$ cat config.mk
export PLATFORM = sky130hd
export DESIGN_NAME = mem_access_ctrl
export DESIGN_NICKNAME = d
export VERILOG_FILES = /design/src/rtl/mem_ctrl_pkg.sv /design/src/rtl/mem_access_ctrl.sv
export SDC_FILE = /design/constraint.sdc
export NUM_CORES = 1
export LEC_CHECK = 0
export CAP_MARGIN = 15
export CORE_MARGIN = 4
export CORE_UTILIZATION = 41
export CTS_CLUSTER_SIZE = 28
export DETAILED_ROUTE_END_ITERATION = 16
export GPL_ROUTABILITY_DRIVEN = 0
export GPL_TIMING_DRIVEN = 0
export PLACE_DENSITY = 0.91
export SLEW_MARGIN = 10
export SYNTH_ARGS = -nofsm -noshare
export SYNTH_HDL_FRONTEND = slang
export SYNTH_SLANG_ARGS = --single-unit
$ cat constraint.sdc
create_clock -name clk -period 1.75 [get_ports clk]
set_clock_uncertainty 0.1 [all_clocks]
set_input_delay 0.2625 -clock clk [delete_from_list [all_inputs] [get_ports clk]]
set_output_delay 0.2625 -clock clk [all_outputs]
set_load 0.02 [all_outputs]
$ cat src/rtl/mem_ctrl_pkg.sv
// Shared constants for the MEM-stage access controller: state encoding,
// default widths and the word-alignment mask.
package mem_ctrl_pkg;

   localparam int ADDR_W_DEF = 32;
   localparam int DATA_W_DEF = 32;

   localparam logic [1:0] ST_IDLE   = 2'd0;
   localparam logic [1:0] ST_ACCESS = 2'd1;
   localparam logic [1:0] ST_DONE   = 2'd2;

   // Low address bits that must be zero for a word access
   localparam logic [1:0] ALIGN_MASK = 2'b11;

endpackage

$ cat src/rtl/mem_access_ctrl.sv
// MEM-stage controller: req/ack handshake to data memory, stall and branch resolve.
// Optional MEM_ALIGN_CHECK_EN rejects non-word-aligned accesses without a request.
module mem_access_ctrl
   import mem_ctrl_pkg::*;
#(
   parameter int ADDR_W = ADDR_W_DEF,
   parameter int DATA_W = DATA_W_DEF
) (
   input  logic              clk,
   input  logic              reset,
   input  logic              MemRead,
   input  logic              MemWrite,
   input  logic              Branch,
   input  logic              Zero,
   input  logic [ADDR_W-1:0] alu_result,
   input  logic [DATA_W-1:0] write_data,
   output logic              dmem_req,
   output logic              dmem_we,
   output logic [ADDR_W-1:0] dmem_addr,
   output logic [DATA_W-1:0] dmem_wdata,
   input  logic              dmem_ack,
   input  logic [DATA_W-1:0] dmem_rdata,
   output logic [DATA_W-1:0] read_data,
   output logic              mem_busy,
   output logic              PCSrc,
   output logic              misaligned
);

   logic [1:0]        state_q, state_d;
   logic              req_q, req_d;
   logic              we_q, we_d;
   logic [ADDR_W-1:0] addr_q, addr_d;
   logic [DATA_W-1:0] wdata_q, wdata_d;
   logic [DATA_W-1:0] rdata_q, rdata_d;
   logic              mis_q, mis_d;
   logic              op;
   logic              bad_align;

   assign op = MemRead | MemWrite;

`ifdef MEM_ALIGN_CHECK_EN
   assign bad_align = |(alu_result[1:0] & ALIGN_MASK);
`else
   assign bad_align = 1'b0;
`endif

   always_comb begin
      state_d = state_q;
      req_d   = req_q;
      we_d    = we_q;
      addr_d  = addr_q;
      wdata_d = wdata_q;
      rdata_d = rdata_q;
      mis_d   = 1'b0;
      case (state_q)
         ST_IDLE: begin
            if (op) begin
               addr_d  = alu_result;
               wdata_d = write_data;
               we_d    = MemWrite;
               // A rejected access still passes through DONE so the pipe sees one completion
               if (bad_align) begin
                  state_d = ST_DONE;
                  mis_d   = 1'b1;
               end else begin
                  state_d = ST_ACCESS;
                  req_d   = 1'b1;
               end
            end
         end
         ST_ACCESS: begin
            if (dmem_ack) begin
               if (!we_q) rdata_d = dmem_rdata;
               state_d = ST_DONE;
               req_d   = 1'b0;
            end
         end
         ST_DONE: begin
            state_d = ST_IDLE;
         end
         default: begin
            state_d = ST_IDLE;
            req_d   = 1'b0;
         end
      endcase
   end

   always_ff @(posedge clk) begin
      if (reset) begin
         state_q <= ST_IDLE;
         req_q   <= 1'b0;
         we_q    <= 1'b0;
         addr_q  <= '0;
         wdata_q <= '0;
         rdata_q <= '0;
         mis_q   <= 1'b0;
      end else begin
         state_q <= state_d;
         req_q   <= req_d;
         we_q    <= we_d;
         addr_q  <= addr_d;
         wdata_q <= wdata_d;
         rdata_q <= rdata_d;
         mis_q   <= mis_d;
      end
   end

   assign dmem_req   = req_q;
   assign dmem_we    = we_q;
   assign dmem_addr  = addr_q;
   assign dmem_wdata = wdata_q;
   assign read_data  = rdata_q;
   assign misaligned = mis_q;

   // DONE is not busy: the upstream pipe register loads at the DONE edge
   assign mem_busy = ((state_q == ST_IDLE) & op) | (state_q == ST_ACCESS);
   assign PCSrc    = Branch & Zero & (state_q == ST_IDLE);

endmodule

# Yosys cells after proc, flatten, opt, wreduce, memory -nomap -nowiden

Index checks and enable logic that the tools add are counted.

Register bits: 100
Input port bits: 103
Word-level logic and storage cells: 28

Eq/ne operators: 4
Mux-type cells: 6
Bitwise logic cells: 7
Reduce and logical (&&, ||, !) cells: 5

Operator list:

| operator                                             | number |
|---|---|
| AND reduction 3 bit                                  | 2 |
| 2-to-1 mux 2 bit                                     | 2 |
| inequality test 2 bit (second input constant)        | 2 |
| case mux 2 bit (2 select lines)                      | 1 |
| AND reduction 2 bit                                  | 2 |
| bitwise AND 1 bit                                    | 3 |
| case mux 1 bit (3 select lines)                      | 1 |
| equality test 2 x 1 -> 1 bit (second input constant) | 1 |
| equality test 2 bit (second input constant)          | 1 |
| zero test 2 bit                                      | 1 |
| 2-to-1 mux 1 bit                                     | 2 |
| NOT 1 bit                                            | 2 |
| OR 1 bit                                             | 2 |

# Longest topological paths before layout

Word-level depth: 3
Mapped depth: 5
Depth with buffers taken out: 3

# Worst setup path before layout

Ideal clock, no wire load.

Kind: register -> register
Start: register state_q[1]
End: register addr_q[0], in the netlist dmem_addr[0]
Arrival: 1.077 ns
Data required time: 1.578 ns
Path slack: 0.502 ns
Cell stages (with the launch flop): 6
Buffers on the path: 2
Cells stage by stage: dfxtp_1 > nor2_2 > o21a_4 > buf_12 > buf_12 > mux2i_1

Longest elaborated chain between the ends: 2

RTL lines:

| item                          | line                   | source |
|---|---|---|
| start: declaration            | mem_access_ctrl.sv:29  | `logic [1:0] state_q, state_d;` |
| start signal: assignment      | mem_access_ctrl.sv:98  | `state_q <= state_d;` |
| zero test 2 bit               | mem_access_ctrl.sv:55  | `case (state_q)` |
| AND reduction 2 bit (no line) | n/a                    |  |
| end signal: assignment        | mem_access_ctrl.sv:101 | `addr_q <= addr_d;` |
| end: declaration              | mem_access_ctrl.sv:32  | `logic [ADDR_W-1:0] addr_q, addr_d;` |

Every way passes these cells.
A chain may end at the register's enable or synchronous reset.

# Worst setup path after layout

Start: register addr_q[15], in the netlist dmem_addr[15]
End: output dmem_addr[15]

RTL lines:

| item             | line                  | source |
|---|---|---|
| end: declaration | mem_access_ctrl.sv:19 | `output logic [ADDR_W-1:0] dmem_addr,` |

No word-level cell between the ends.

==> results.txt <==
Status: completed
Drt drc: 0
Fin crit period: 1700 ps
First-pass GRT wire length: 18300 um
CP endpoint kind: primary output
Core footprint: 9910 um^2
Critical path type: flop to primary output
Worst Hold Class: primary input to flop
Critical path startpoint category: flop
Peak supply drop: 0.504 mV
CTS clock-pin slew for the worst setup and hold paths: 110 ps
# clock sinks: 100
N_diodes: 0
Sequential area share after synthesis: 47.2%
Drt total wl: 11700 um
Storage element area: 2000 um^2
CP max stage cell: clkdlybuf4s50_1
Share of cells above drive strength 1: 6.99%
Post-route cell area: 6660 um^2
Pwr/cell area: 822 nW/um^2
Grt ovf: 0
CP Cell Sequence: clkdlybuf4s50_1
Wirelength per Cell: 14.8 um
I/O pins: 204
Unrepaired setup endpoints after global routing: no
Yosys top cell area share: 47.2%
Max incr delay on CP: 640 ps
Crit-path leading delay family: buffers and inverters
CP bufs+invs: 1
Initial antenna violation count: 0
Critical Path AT: 1340 ps
Largest net degree at the start of global routing: 19
Worst-Skew Late Latency: 340 ps
Average vias per placed instance: 4.67
Post-synthesis cell type count: 23
Leading area contributor after synthesis: dfxtp_1
Max-Cap Viols: 0
Initial drt markers: 98
Commonest non-fill, non-tap cell in the layout: clkdlybuf4s50_1
CTS Buf Count: 9
Final Core Density: 67.2%
DP Area: 6420 um^2
Layout area overhead: 57.1%
Layout net count: 756
H-tree Lvls: 3
GR Util All Layers: 19.2%
Number of hold buffers added after cts: 0
Most frequent cells in the layout: clkdlybuf4s50_1 (189), nand2b_1 (129), dfxtp_1 (98)
Placement Setup Slack: -246 ps
Final period util: 97.4%
Via Count: 3696
Syn Inst Count: 440
Initial Utilization: 42.8%
Fmax: 0.587 GHz
Ys Warns: 0
Max-slew violations: 0
Syn Area/Cell: 9.63 um^2
Die Ht: 110 um
Clock Root Buffer: clkbuf_8
Crit-path max FO: 2
Yosys reg bits: 100
Final setup fails: 0
Worst hold margin: 186 ps
Dpl hpwl: 9140 um
Die area: 12000 um^2
CTS tree: yes
Die X: 110 um
Post-Syn Area: 4240 um^2
1st-pass router iterations: 6
Hold Violations, Final: 0
CTS max path bufs: 2
Critical Path RT: 1390 ps
Synth area leaders: dfxtp_1 (47%), nand2b_1 (19%), mux2i_1 (15%)
Area of the multi-input gates: 1980 um^2
Pleak: 2.70 nW
Antenna Violating Nets Remaining: 0
Setup ws final: 45.6 ps
FP Rows: 36
PortBufs: 201
Post-Syn Nets: 543
Vias in the first global route: 3908
Fillers: 757
routing by layer:
metal / GRT usage, % / vias to the layer above / routed length, um
li1: - / 1838 / -
met1: 21.0 / 1700 / 4640
met2: 35.4 / 138 / 5960
met3: 5.05 / 20 / 855
met4: 7.03 / 0 / 249
met5: 0 / - / 0
synth_stat cells (all sizes together):
cell     number
a21oi        34
and3          1
and4bb        2
buf          21
clkbuf       13
conb          1
dfxtp       100
mux2i        64
nand2        65
nand2b      129
nand3b        1
nand4bb       1
nor2          2
nor3          1
o21a          1
o21ai         3
or3b          1
sequential cells by signal (all words and copies together), names as in the netlist:
signal / cells
dmem_addr: 32
dmem_we: 1
dmem_wdata: 32
state_q: 2
read_data: 32
dmem_req: 1
metrics by stage:
step	std cells	power, mW	setup TNS, ps
after floorplan	440	3.32	0
after global placement	774	3.98	-284
after detailed placement	774	4.02	-318
after CTS	790	5.54	0
after global routing	791	5.73	0
final	791	5.48	0
final timing paths:
kind | start | to | slack [ps] | depth (start not counted)
min | MemWrite | dmem_we | 190 | 3
min reg2reg | read_data[25] | read_data[25] | 360 | 2
max reg2reg | state_q[0] | dmem_wdata[4] | 260 | 6
max | dmem_addr[15] | dmem_addr[15] | 50 | 1
power by group:
group          total (mW)  internal [mW]  switching (mW)
combinational        1.41          0.785           0.624
clock                1.51          0.685           0.828
sequential           2.56           2.45           0.104
layout make-up:
type | count | share of cell area, %
well taps | 133 | 2.50
multi-input cells | 306 | 29.7
repair buffers | 202 | 30.6
flip-flops and latches | 100 | 30.1
clock inverters | 7 | 1.22
plain buffers | 34 | 4.02
clock buffers | 9 | 1.86
kinds of logic after synthesis:
family | synth area share, %
AOI/OAI and AO/OA | 4.72
muxes | 15.1
buffers and inverters | 6.32
and+or+nand+nor | 26.5
DFF | 47.2
other | 0.0885
timing repair:
item / CTS / global route
buffers inserted: 0 / 1
pin swaps: 0 / 1
gates resized for setup: 8 / 10
endpoints found under the setup margin: 4 / 9
endpoints found under the hold margin: 0 / 0
No activity file was read; power rests on OpenSTA's default activity.
